## src/rtl/mem_arbiter_pkg.sv

```systemverilog
// Shared types for the ibus/dbus memory arbiter.
// Latency: n/a (types and constants only).
// Backpressure: n/a.
package mem_arbiter_pkg;

  typedef enum logic [1:0] {
    IDLE,
    GNT_I,
    GNT_D
  } arb_state_t;

  typedef enum logic [1:0] {
    OWN_NONE,
    OWN_I,
    OWN_D
  } arb_owner_t;

  typedef struct packed {
    logic [63:0] addr;
    logic [2:0]  size;
    logic [7:0]  strobe;
    logic [63:0] data;
  } mem_req_t;

  // Instruction fetches are always 4-byte accesses.
  localparam logic [2:0] MSIZE_W = 3'd2;

  // Which requester currently owns the memory port.
  function automatic arb_owner_t state_owner(input arb_state_t s);
    case (s)
      GNT_I:   return OWN_I;
      GNT_D:   return OWN_D;
      default: return OWN_NONE;
    endcase
  endfunction

endpackage

```

## src/rtl/mem_arb_pick.sv

```systemverilog
// Combinational priority picker: dbus first unless ibus has been starved.
// Latency: purely combinational.
// Backpressure: none; callers decide when a pick is honoured.
module mem_arb_pick (
  input  logic ireq_valid,
  input  logic dreq_valid,
  input  logic starve_at_limit,
  input  logic exclude_i,
  input  logic exclude_d,
  output logic pick_i,
  output logic pick_d
);

  logic i_live;
  logic d_live;

  // An excluded requester is one whose valid belongs to the transaction now completing.
  always_comb begin
    i_live = ireq_valid && !exclude_i;
    d_live = dreq_valid && !exclude_d;
    pick_d = d_live && !(i_live && starve_at_limit);
    pick_i = i_live && !pick_d;
  end

endmodule

```

## src/rtl/mem_arbiter.sv

```systemverilog
// Shares one memory port between ibus and dbus; dbus priority with ibus starvation guard.
// Latency: request in cycle N -> mreq_valid in N+1; one IDLE bubble between transactions
//          unless MEM_ARB_B2B_EN is defined (then back-to-back grants on completion).
// Backpressure: requests wait (valid held) until granted; grant held until mresp_data_ok.
module mem_arbiter
  import mem_arbiter_pkg::*;
#(
  parameter int STARVE_LIMIT = 4
) (
  input  logic        clk,
  input  logic        reset,
  input  logic        ireq_valid,
  input  logic [63:0] ireq_addr,
  output logic        iresp_data_ok,
  output logic [31:0] iresp_data,
  input  logic        dreq_valid,
  input  logic [63:0] dreq_addr,
  input  logic [2:0]  dreq_size,
  input  logic [7:0]  dreq_strobe,
  input  logic [63:0] dreq_data,
  output logic        dresp_data_ok,
  output logic [63:0] dresp_data,
  output logic        mreq_valid,
  output logic [63:0] mreq_addr,
  output logic [2:0]  mreq_size,
  output logic [7:0]  mreq_strobe,
  output logic [63:0] mreq_data,
  input  logic        mresp_data_ok,
  input  logic [63:0] mresp_data,
  output logic        busy
);

`ifdef MEM_ARB_B2B_EN
  localparam bit B2B = 1'b1;
`else
  localparam bit B2B = 1'b0;
`endif

  localparam int CW = $clog2(STARVE_LIMIT + 1);

  arb_state_t    state;
  arb_state_t    state_nxt;
  arb_owner_t    owner;
  mem_req_t      req_q;
  logic [CW-1:0] starve_cnt;
  logic          starve_at_limit;
  logic          excl_i;
  logic          excl_d;
  logic          i_wait;
  logic          pick_i;
  logic          pick_d;
  logic          grant_i;
  logic          grant_d;

  assign owner           = state_owner(state);
  assign starve_at_limit = (starve_cnt == CW'(STARVE_LIMIT));
  // In back-to-back mode the completing owner still has valid high; it must not re-win.
  assign excl_i          = B2B && (owner == OWN_I);
  assign excl_d          = B2B && (owner == OWN_D);
  assign i_wait          = ireq_valid && !excl_i;

  mem_arb_pick u_pick (
    .ireq_valid      (ireq_valid),
    .dreq_valid      (dreq_valid),
    .starve_at_limit (starve_at_limit),
    .exclude_i       (excl_i),
    .exclude_d       (excl_d),
    .pick_i          (pick_i),
    .pick_d          (pick_d)
  );

  assign mreq_addr   = req_q.addr;
  assign mreq_size   = req_q.size;
  assign mreq_strobe = req_q.strobe;
  assign mreq_data   = req_q.data;

  // State register; async reset drops mreq_valid/busy without waiting for a clock.
  always_ff @(posedge clk or posedge reset) begin
    if (reset) state <= IDLE;
    else       state <= state_nxt;
  end

  // Next state, grants and response routing to the current owner only.
  always_comb begin
    state_nxt     = state;
    grant_i       = 1'b0;
    grant_d       = 1'b0;
    mreq_valid    = 1'b0;
    busy          = 1'b0;
    iresp_data_ok = 1'b0;
    dresp_data_ok = 1'b0;
    iresp_data    = '0;
    dresp_data    = '0;
    case (state)
      IDLE: begin
        grant_d = pick_d;
        grant_i = pick_i;
      end
      GNT_I: begin
        mreq_valid = 1'b1;
        busy       = 1'b1;
        iresp_data = req_q.addr[2] ? mresp_data[63:32] : mresp_data[31:0];
        if (mresp_data_ok) begin
          iresp_data_ok = 1'b1;
          state_nxt     = IDLE;
          if (B2B) begin
            grant_d = pick_d;
            grant_i = pick_i;
          end
        end
      end
      GNT_D: begin
        mreq_valid = 1'b1;
        busy       = 1'b1;
        dresp_data = mresp_data;
        if (mresp_data_ok) begin
          dresp_data_ok = 1'b1;
          state_nxt     = IDLE;
          if (B2B) begin
            grant_d = pick_d;
            grant_i = pick_i;
          end
        end
      end
      default: state_nxt = IDLE;
    endcase
    if (grant_d)      state_nxt = GNT_D;
    else if (grant_i) state_nxt = GNT_I;
  end

  // Request latch: memory only ever sees the captured request, never live inputs.
  always_ff @(posedge clk or posedge reset) begin
    if (reset) begin
      req_q <= '0;
    end else if (grant_d) begin
      req_q <= '{addr: dreq_addr, size: dreq_size, strobe: dreq_strobe, data: dreq_data};
    end else if (grant_i) begin
      req_q <= '{addr: ireq_addr, size: MSIZE_W, strobe: 8'h00, data: 64'h0};
    end
  end

  // Count consecutive dbus wins over a waiting ibus; any other grant resets the count.
  always_ff @(posedge clk or posedge reset) begin
    if (reset) begin
      starve_cnt <= '0;
    end else if (grant_d && i_wait) begin
      if (!starve_at_limit) starve_cnt <= starve_cnt + CW'(1);
    end else if (grant_i || grant_d) begin
      starve_cnt <= '0;
    end
  end

`ifndef SYNTHESIS
  // Flag requester/memory protocol violations; the transaction itself is unaffected.
  always @(posedge clk) begin
    if (!reset) begin
      assert (!(state == GNT_I && !ireq_valid))
        else $warning("mem_arbiter: ibus dropped valid while granted");
      assert (!(state == GNT_D && !dreq_valid))
        else $warning("mem_arbiter: dbus dropped valid while granted");
      assert (!(state == IDLE && mresp_data_ok))
        else $warning("mem_arbiter: memory data_ok with no transaction outstanding");
    end
  end
`endif

endmodule

```

## config.mk

```make
export PLATFORM = sky130hd
export DESIGN_NAME = mem_arbiter
export DESIGN_NICKNAME = d
export VERILOG_FILES = /design/src/rtl/mem_arbiter_pkg.sv /design/src/rtl/mem_arb_pick.sv /design/src/rtl/mem_arbiter.sv
export SDC_FILE = /design/constraint.sdc
export NUM_CORES = 1
export LEC_CHECK = 0
export CORE_AREA = 2 2 198 200
export CTS_CLUSTER_DIAMETER = 150
export DETAILED_ROUTE_END_ITERATION = 10
export DIE_AREA = 0 0 200 202
export SLEW_MARGIN = 20
export SYNTH_ARGS = -nofsm -noshare
export SYNTH_HDL_FRONTEND = slang
export SYNTH_HIERARCHICAL = 1
export SYNTH_SLANG_ARGS = --single-unit
```

## constraint.sdc

```tcl
create_clock -name clk -period 5.9 [get_ports clk]
set_input_delay 0.885 -clock clk [delete_from_list [all_inputs] [get_ports clk]]
set_output_delay 0.885 -clock clk [all_outputs]
set_load 0.05 [all_outputs]
```

* After elaboration in Yosys (flattened, before gate mapping)
Index checks and enable logic that the tools add are counted.
Storage, ports and cells: memories kept 0, word-level logic and storage cells 44, memory bits (read-only) 0, register bits 144, bits in writable memories 0, output and inout bits 239, bits in latches 0
Operators by class: bitwise logic cells 0, multiplexer cells 18, divide/modulo/power cells 0, equality and inequality tests 6, add/sub/neg operators 1, order comparisons 0, multipliers 0, shifts and indexed selects 0, reductions and logical operators 13
Operators by type and width (number):
- $mux 139 | 2
- $mux 32 | 2
- $mux 64 | 1
- $mux 3 | 3
- $mux 1 | 6
- $mux 2 | 3
- $logic_and 1x1->1 | 4
- $ne 4x1->1 const B | 1
- $pmux 2 s2 | 1
- $reduce_and 2->1 | 2
- $reduce_bool 2->1 | 2
- $add 3x1->3 const B | 1
- $eq 3x3->1 const B | 1
- $ne 3x3->1 const B | 1
- $eq 2x1->1 const B | 1
- $eq 2x2->1 const B | 1
- $logic_not 1->1 | 2
- $logic_not 2->1 | 1
- $ne 2x2->1 const B | 1
- $reduce_or 2->1 | 1
- $logic_or 1x1->1 | 1

* Depth between registers and ports, before layout
Gate-level depths: netlist (run 1).
depth in word-level cells 10, mapped depth 11

* Cells and area by module
The synthesis (run 1) kept the hierarchy.
By module, submodules not included:
- mem_arbiter | area each 6889.1 sq um, instances 1, cells each 697, seq. area each 3603.5 sq um
- mem_arb_pick | area each 32.5 sq um, instances 1, cells each 4, seq. area each 0.0 sq um

* Worst setup path after synthesis (run 1)
Ideal clock, no wire load.
path kind reg-to-output, from reg req_q, in the netlist mreq_addr[2], to out iresp_data[0], slack 3081 ps, stages on the path, launching flop included 5, arrival time 1934 ps, required time 5015 ps, path buffers 2, path through dfrtp_1 > buf_2 > buf_2 > mux2i_1 > nor2b_1
On the way: cells in the longest elaborated chain, start to end 2
RTL lines:
- start: declaration | line mem_arbiter.sv:44 | mem_req_t req_q;
- start signal: assignment | line mem_arbiter.sv:136 | req_q <= '{addr: dreq_addr, size: dreq_size, strobe: dreq_strobe, data: dreq_data};
- start signal: assignment | line mem_arbiter.sv:138 | req_q <= '{addr: ireq_addr, size: MSIZE_W, strobe: 8'h00, data: 64'h0};
- $mux 32 | line mem_arbiter.sv:102 | iresp_data = req_q.addr[2] ? mresp_data[63:32] : mresp_data[31:0];
- $mux 32 | line mem_arbiter.sv:94 | case (state)
- end: declaration | line mem_arbiter.sv:15 | output logic [31:0] iresp_data,
No other way between the ends.

* Worst setup path in the final report (run 1)
from reg req_q, in the netlist mreq_addr[2], to out iresp_data[5]
Same word-level chain as after synthesis.

==> flow_summary.json, run 1 <==
{
  "clock.fmax_mhz": 276,
  "antenna_found_initial": 1,
  "die_area_um2": 40400,
  "htreeDepth": 4,
  "fp.dieH_um": 202,
  "synth_enable_flop_cells": 0,
  "hp-class": "flip-flop to flip-flop",
  "worst_pin_slew_ps": 1060,
  "syn_area_um2": 6920,
  "period_needed_ps": 3620,
  "drv_cap": 0,
  "hold_buffers": 0,
  "cp-end-kind": "output port",
  "setup_violations": 0,
  "drt-pass1-iter-count": 4,
  "dp_hpwl_um": 21000,
  "yosysWarningCount": 6,
  "crit_fanout": 34,
  "place_inst": 1676,
  "synth_seq_cells": 144,
  "synthDistinctLibCells": 30,
  "num_antenna_cells": 0,
  "rsz0062_at_grt": "no",
  "die_w_um": 200,
  "vias_per_cell": 4.11,
  "drv_slew": 0,
  "ys_seq_area_share_pct": 52.1,
  "avgRoutedWirePerCell_um": 16.3,
  "path_class": "flip-flop to output port",
  "grt_overflow": 0,
  "post_cts_buffers": 0,
  "finalSetupTns_ps": 0,
  "outcome": "finished clean",
  "clockRootBuffer": "clkbuf_16",
  "clk_pin_slew_ps": 60,
  "drive_gt1_share_pct": 3.87,
  "initial_core_util_pct": 18.1,
  "cts_buffer_depth": 2,
  "critical_path.startpoint_type": "flip-flop",
  "ant_nets": 0,
  "row_count": 72,
  "syn_area_per_cell_um2": 9.87,
  "min_period_over_period_pct": 61.4,
  "numCtsBuffers": 17,
  "core_area_um2": 38300,
  "power_mw": 7.90,
  "ys.flop_type": "dfrtp_1",
  "place_area_um2": 12400,
  "stdcell_count": 1708,
  "grt_usage_pct": 13.2,
  "power_density_nw_per_um2": 606,
  "drt-initial-drc-count": 228,
  "gp_congestion": 0.804,
  "cts_tree": "built",
  "cts_sinks": 144,
  "relSlewSlack_pct": 29.5,
  "rrSetupSlack_ps": 2640,
  "drcViolationCount": 0,
  "grt_pass1_vias": 7047,
  "clock_latency_ps": 430,
  "num_vias": 7012,
  "grt_first_pass_wirelength_um": 40500,
  "skew_ps": 7.68,
  "synth-async-reset-ratio_pct": 100,
  "synth_cells": 701,
  "area_growth_pct": 88.2,
  "hold_viol_final": 0,
  "port_buffers": 510,
  "peakVddDrop_mv": 0.331,
  "worstPathRequired_ps": 5020,
  "cts_resized": 0,
  "finalInstanceArea_um2": 13000,
  "grt_max_degree": 93,
  "arrival_ps": 2740,
  "ios": 511,
  "power.leakage_nw": 5.39,
  "finish.net_count": 1454,
  "final_util_pct": 34.0,
  "drt_wl_total_um": 27800
}
==> registers in the layout (all words and copies together) (netlist names) <==
name and count:
mreq_size 3, mreq_addr 64, mreq_strobe 8, state 2, mreq_data 64, starve_cnt 3
==> area by class of cell <==
type,instances,area [um2]
clock buffer,18,439
timing repair buffer,516,5170
multi-input combinational,492,2980
clock inverter,14,156
tap,518,648
sequential,144,3600
inverter,6,27.5
fill,3897,25300
==> Yosys cell counts, types with 2 or more instances <==
cell / count / area share (%)
buf_6: 9 / 1.5
nor2_1: 63 / 3.4
dfrtp_1: 144 / 52
o21a_1: 2 / 0.22
nor2b_1: 35 / 3.2
a31oi_1: 62 / 5.6
a21oi_1: 3 / 0.22
mux2i_1: 33 / 4.8
buf_2: 27 / 2.0
inv_1: 6 / 0.33
o21ai_0: 4 / 0.29
and2_1: 67 / 6.1
a22o_1: 78 / 9.9
buf_4: 4 / 0.43
nand2_1: 127 / 6.9
clkbuf_1: 18 / 0.98
ha_1: 5 / 0.90
buf_1: 2 / 0.11
==> critical path: stages (launching register included) <==
cell and delay, ps:
dfrtp_2 1030, mux2i_1 180, nor2b_1 200, clkdlybuf4s50_1 830
==> kinds of logic (layout without fill, tap and decap cells) <==
group / after synthesis / count (layout) / synth area share (%)
simple gates: 299 / 299 / 20.3
flops: 144 / 144 / 52.1
other cells: 1 / 2 / 0.0542
mux: 33 / 33 / 4.77
buf+inv: 66 / 554 / 5.26
fa+ha+maj: 5 / 5 / 0.904
compound gates: 153 / 153 / 16.7
==> where the power goes <==
| group | total (mW) | switching (mW) | internal (mW) |
|---|---|---|---|
| sequential | 1.83 | 0.356 | 1.47 |
| combinational | 4.97 | 3.24 | 1.73 |
| clock | 1.10 | 0.464 | 0.640 |
==> final timing paths <==
path,from,endpoint,depth (start not counted)
setup / recovery,mreq_addr[2],iresp_data[5],3
hold / removal,mreq_size[1],mreq_size[1],1
setup reg to reg,starve_cnt[0],mreq_addr[18],9
hold reg to reg,mreq_size[1],mreq_size[1],1
max in group asynchronous,reset,mreq_data[30],3
min in group asynchronous,reset,mreq_addr[40],2
==> per-stage QoR <==
stage | hold WS [ps] | setup slack (ps)
floorplan | 506 | 1150
global placement | 479 | 2030
detailed placement | 481 | 1930
CTS | 493 | 1970
global route | 509 | 2150
finish | 489 | 2280
==> cells in the final DEF, fill, tap and decap left out, drive strengths merged, types with 2 or more instances in the layout <==
cell	Yosys	layout
nand2	128	128
inv	6	10
clkbuf	18	18
clkinv	0	4
o21ai	5	5
nor2	63	63
clkdlybuf4s50	0	510
buf	42	6
mux2i	33	33
a22o	78	78
nor2b	36	36
a21oi	3	3
o21a	2	2
clkinvlp	0	4
and2	67	67
dfrtp	144	144
ha	5	5
conb	1	2
a31oi	62	62
bufinv	0	2
==> metal layers <==
layer	wire [um]	global-route usage [%]	part of all wire [%]
met1	10600	14.2	38
met2	14000	23.4	50
met3	2640	4.77	9.5
met4	557	4.71	2.0
met5	13	0	0.047
(Power assumes the default switching activity.)
==> inputs of run 2 (changes only) <==
- clock period: 5.9 -> 3.4 ns (I/O delays scaled with it)
==> run 2 against run 1 <==
Hold slack improved by 7.3 ps; sequential share of layout area shrank 0.14 points; utilization grew 0.17 points; critical endpoint is now iresp_data[16]; flip-flop and latch count unchanged; clock skew barely moved; highest routed layer unchanged; sequential power grew 68%; worst setup slack got worse by 2100 ps; total power grew 75%; global-route usage rose by 0.58 points; clock power up 84%.
==> flow_summary.json, run 2 (synthesis results as in run 1) <==
{
  "arrival_ps": 2680,
  "path_class": "flip-flop to output port",
  "numCtsBuffers": 17,
  "port_buffers": 510,
  "critical_path.startpoint_type": "flip-flop",
  "skew_ps": 7.72,
  "die_area_um2": 40400,
  "worst_pin_slew_ps": 676,
  "min_period_over_period_pct": 93.8,
  "clockRootBuffer": "clkbuf_16",
  "drive_gt1_share_pct": 9.55,
  "clock.fmax_mhz": 314,
  "grt_max_degree": 81,
  "cts_buffer_depth": 2,
  "post_cts_buffers": 0,
  "grt_usage_pct": 13.7,
  "power_density_nw_per_um2": 1060,
  "drt-pass1-iter-count": 6,
  "finish.net_count": 1468,
  "setup_violations": 0,
  "hold_viol_final": 0,
  "area_growth_pct": 89.2,
  "fp.dieH_um": 202,
  "drv_cap": 0,
  "dp_hpwl_um": 21500,
  "avgRoutedWirePerCell_um": 16.6,
  "crit_fanout": 10,
  "htreeDepth": 4,
  "final_cell_mix": "clkdlybuf4s50_1 (454), dfrtp_1 (143), nand2_1 (127)",
  "initial_core_util_pct": 18.1,
  "ios": 511,
  "finalSetupTns_ps": 0,
  "cts_resized": 0,
  "ant_nets": 0,
  "drt-initial-drc-count": 212,
  "period_needed_ps": 3190,
  "regArea_um2": 3600,
  "rsz0062_at_grt": "no",
  "core_area_um2": 38300,
  "power.leakage_nw": 5.61,
  "n_fill_cell": 3943,
  "drt_wl_total_um": 28600,
  "grt_first_pass_wirelength_um": 42000,
  "drv_slew": 0,
  "vias_per_cell": 4.11,
  "relSlewSlack_pct": 54.9,
  "clk_pin_slew_ps": 70,
  "drcViolationCount": 0,
  "hold_buffers": 0,
  "num_vias": 7078,
  "cts_sinks": 144,
  "peakVddDrop_mv": 0.545,
  "outcome": "finished clean",
  "layout_commonest_cell": "clkdlybuf4s50_1",
  "multi_input_area_um2": 2980,
  "clock_latency_ps": 440,
  "cts_tree": "built",
  "hp-class": "flip-flop to flip-flop",
  "row_count": 72,
  "antenna_found_initial": 3,
  "grt_overflow": 0,
  "cp-end-kind": "output port",
  "worstPathRequired_ps": 2890,
  "final_util_pct": 34.2,
  "grt_pass1_vias": 7245,
  "gp_congestion": 0.821,
  "die_w_um": 200
}
-- run 2: cell count changes in the layout (fill, tap and decap cells not counted), sizes merged --
| cell | delta |
|---|---|
| buf | +70 |
| clkdlybuf4s50 | -56 |
| clkinv | +5 |
| inv | -4 |
| bufinv | +2 |
| clkinvlp | -2 |
| diode | +2 |
| clkbuf | -1 |
-- run 2: per-stage QoR --
stage | total power, mW | hold WS [ps] | setup slack [ps] | cells | instance area (um2)
after floorplan | 8.79 | 506 | 956 | 702 | 6930
final | 13.9 | 496 | 210 | 1724 | 13100
after CTS | 14.0 | 497 | 113 | 1722 | 13100
after global placement | 11.9 | 473 | 507 | 1690 | 12500
after detailed placement | 11.9 | 482 | 514 | 1690 | 12500
after global routing | 14.5 | 511 | 77.3 | 1724 | 13100
-- run 2: worst max-delay path: stages, from the launching register on --
cell	delay (ps)
dfrtp_1	400
inv_1	90
ha_1	380
buf_4	190
nor2b_1	290
clkdlybuf4s50_1	880
-- run 2: where the power goes --
part	total (mW)	internal [mW]	switching [mW]
Sequential	3.07	2.55	0.513
Clock	2.02	1.22	0.792
Combinational	8.78	3.04	5.74
-- run 2: final timing paths --
check / startpoint / endpoint / slack (ps) / cells past startpoint
worst max-delay path: state[1] / iresp_data[16] / 210 / 5
worst min-delay path: mreq_size[1] / mreq_size[1] / 500 / 1
worst max register to register: starve_cnt[0] / mreq_addr[63] / 1130 / 9
worst min register to register: mreq_size[1] / mreq_size[1] / 500 / 1
max in group asynchronous: reset / mreq_addr[2] / 2410 / 3
min in group asynchronous: reset / mreq_addr[45] / 540 / 3
-- run 2: layout make-up --
class / count / area share, %
Tap cell: 518 / 4.95
Clock buffer: 17 / 3.25
Multi-Input combinational cell: 492 / 22.7
Inverter: 6 / 0.201
Antenna cell: 2 / 0.0382
Timing Repair Buffer: 530 / 39.8
Sequential cell: 144 / 27.5
Clock inverter: 15 / 1.47
-- run 2: per-layer routing --
layer  vias to the layer above  part of all wire (%)  global-route usage (%)
li1                       3388                     -                       -
met1                      3354                    39                    14.9
met2                       304                    50                    24.3
met3                        30                   9.3                    5.06
met4                         2                   1.8                    5.03
met5                         -                 0.024                       0
==> inputs of run 3 (changes only) <==
- SKIP_CTS_REPAIR_TIMING: unset -> 1
==> results of run 3 <==
The final DEF is identical to that of run 2; final timing and power are the same.
==> RTL edit: new RTL, flow settings as in run 2 <==
Add an input register stage for `mresp_data`; this delays it by one clock. The other inputs are not delayed to match.
--- a/src/rtl/mem_arbiter.sv
+++ b/src/rtl/mem_arbiter.sv
@@ -37,6 +37,12 @@
 `endif
 
   localparam int CW = $clog2(STARVE_LIMIT + 1);
+
+  logic [63:0] mresp_data_q;
+
+  always_ff @(posedge clk) begin
+    mresp_data_q <= mresp_data;
+  end
 
   arb_state_t    state;
   arb_state_t    state_nxt;
@@ -99,7 +105,7 @@
       GNT_I: begin
         mreq_valid = 1'b1;
         busy       = 1'b1;
-        iresp_data = req_q.addr[2] ? mresp_data[63:32] : mresp_data[31:0];
+        iresp_data = req_q.addr[2] ? mresp_data_q[63:32] : mresp_data_q[31:0];
         if (mresp_data_ok) begin
           iresp_data_ok = 1'b1;
           state_nxt     = IDLE;
@@ -112,7 +118,7 @@
       GNT_D: begin
         mreq_valid = 1'b1;
         busy       = 1'b1;
-        dresp_data = mresp_data;
+        dresp_data = mresp_data_q;
         if (mresp_data_ok) begin
           dresp_data_ok = 1'b1;
           state_nxt     = IDLE;
Function: changed (Yosys sat finds a counterexample within 4 cycles, from zero or initial values and one cycle with reset high).
==> RTL edit against run 2 <==
First-iteration DRC count rose by 21%. Wire length rose by 3.5%. Sequential cell count rose by 64. Area after synthesis rose by 19%. Design area rose by 12%. Count of clock-buffer cells in the layout rose by 19. Setup slack improved by 170 ps. Power rose by 8.3%. Worst hold slack got worse by 73 ps. Largest power group unchanged.
==> RTL edit: results (changes against run 2) <==
hp-start: "mresp_data[31]"
n_fill_cell: 3776  # -4.2%
netlist_top_cells_count: "dfrtp_1 (144), mux2i_1 (95), a22o_1 (76)"
synth_compound_area_share_pct: 12.8  # -3.9 points
ys_async_sr_fraction_pct: 69.2  # -31 points
drt_iter0_markers: 256  # +21%
antenna_found_initial: 1  # -2
nets: 1474  # +0.41%
grt_pass1_wl_microns: 43500  # +3.7%
synth_fa_ha_area_share_pct: 0.761  # -0.14 points
switching_power_uw: 7090  # +0.70%
fin_worst_skew_ps: 9.32  # +1.60 ps
ys_types: 29  # -3.3%
cts-buffers-inserted: 25  # +8
seq_area_frac_synth_pct: 59.4  # +7.4 points
clkLatencyLatePin_ps: 530  # +90 ps
synthMuxAreaShare_pct: 11.7  # +6.9 points
antenna-diode-count: 0  # -2
cp.arrival_ps: 2510  # -170 ps
cp_max_fo: 33  # +23
h-tree-depth: 1  # -3
cpPeakStageDelay_ps: 830  # -50 ps
peakVddDrop_mv: 0.550  # +0.89%
clock_path_buffers: 3  # +1
dp_slack_ps: 687  # +173 ps
outcome: "finished clean"
grt_pass1_vias: 7324  # +1.1%
grt.total_usage_pct: 13.9  # +0.19 points
synth_xor_area_share_pct: 0.107  # +0.11 points
synth.area.top_cells: "dfrtp_1 (44%), dfxtp_1 (16%), mux2i_1 (12%)"
reg2reg_from: "starve_cnt[1]"
drive_above_1_share_pct: 11.0  # +1.5 points
leakagePower_uw: 0.00663  # +18%
[RTL edit: changes by cell type after synthesis, moves of 2 or more]
cell     before  now
nand2_1     127   66
o41ai_1       0    2
buf_2        27   18
a31oi_1      62    0
dfxtp_1       0   64
buf_1         2    0
a22o_1       78   76
nor2_1       63    1
mux2i_1      33   95
buf_6         9    3
buf_4         4   14
o21ai_1       0   13
o21ai_0       4   52
[RTL edit: worst paths after layout]
kind	depth (start not counted)	endpoint	slack (ps)
setup / recovery	5	iresp_data[12]	380
hold / removal	1	mresp_data_q[31]	420
setup reg to reg	8	mreq_data[46]	1050
hold reg to reg	2	mreq_addr[37]	480
max in group asynchronous	3	mreq_data[43]	2200
min in group asynchronous	2	mreq_data[52]	510
[RTL edit: layout make-up]
class / count / area share (%)
well taps: 518 / 4.41
clock inverters: 10 / 0.724
flip-flops and latches: 208 / 33.2
multi-input cells: 426 / 20.7
repair buffers: 529 / 35.5
clock buffers: 36 / 5.31
inverters: 7 / 0.204
[RTL edit: cells by family (layout without fill, tap and decap cells)]
kind of cell | Yosys count | count (layout)
simple gates | 173 | 173
fa+ha+maj | 5 | 5
xor+xnor | 1 | 1
buf+inv | 59 | 582
flops | 208 | 208
other cells | 1 | 2
mux | 96 | 96
compound gates | 149 | 149
[RTL edit: power groups by stage]
stage	registers, uW	logic, uW	clock network [uW]
floorplan	6340	2970	0
global route	3890	8850	2990
global placement	3790	8480	0
finish	3770	8440	2800
detailed placement	3800	8520	0
CTS	3780	8530	2910
[RTL edit: metal layers]
| layer | global-route usage [%] | share of wire (%) |
|---|---|---|
| met5 | 0 | 0.044 |
| met3 | 3.54 | 8.5 |
| met2 | 25.4 | 51 |
| met4 | 3.78 | 2.0 |
| met1 | 15.9 | 39 |
[RTL edit: worst register-to-register path, delay by kind of cell (launching register included)]
kind / cells / cell delay [ps]
AOI/OAI and AO/OA: 2 / 520
adders and majority gates: 1 / 170
buffers and inverters: 3 / 600
and+or+nand+nor: 2 / 620
DFF: 1 / 380
[RTL edit: per-stage QoR]
stage	utilization (%)	cell area, sq um	hold slack (ps)	std cells
2_1_floorplan	-	8230	499	693
3_3_place_gp	36.1	13800	463	1688
3_5_place_dp	36.1	13800	469	1688
4_1_cts	38.4	14700	387	1734
5_1_grt	38.4	14700	405	1734
6_report	38.4	14700	423	1734
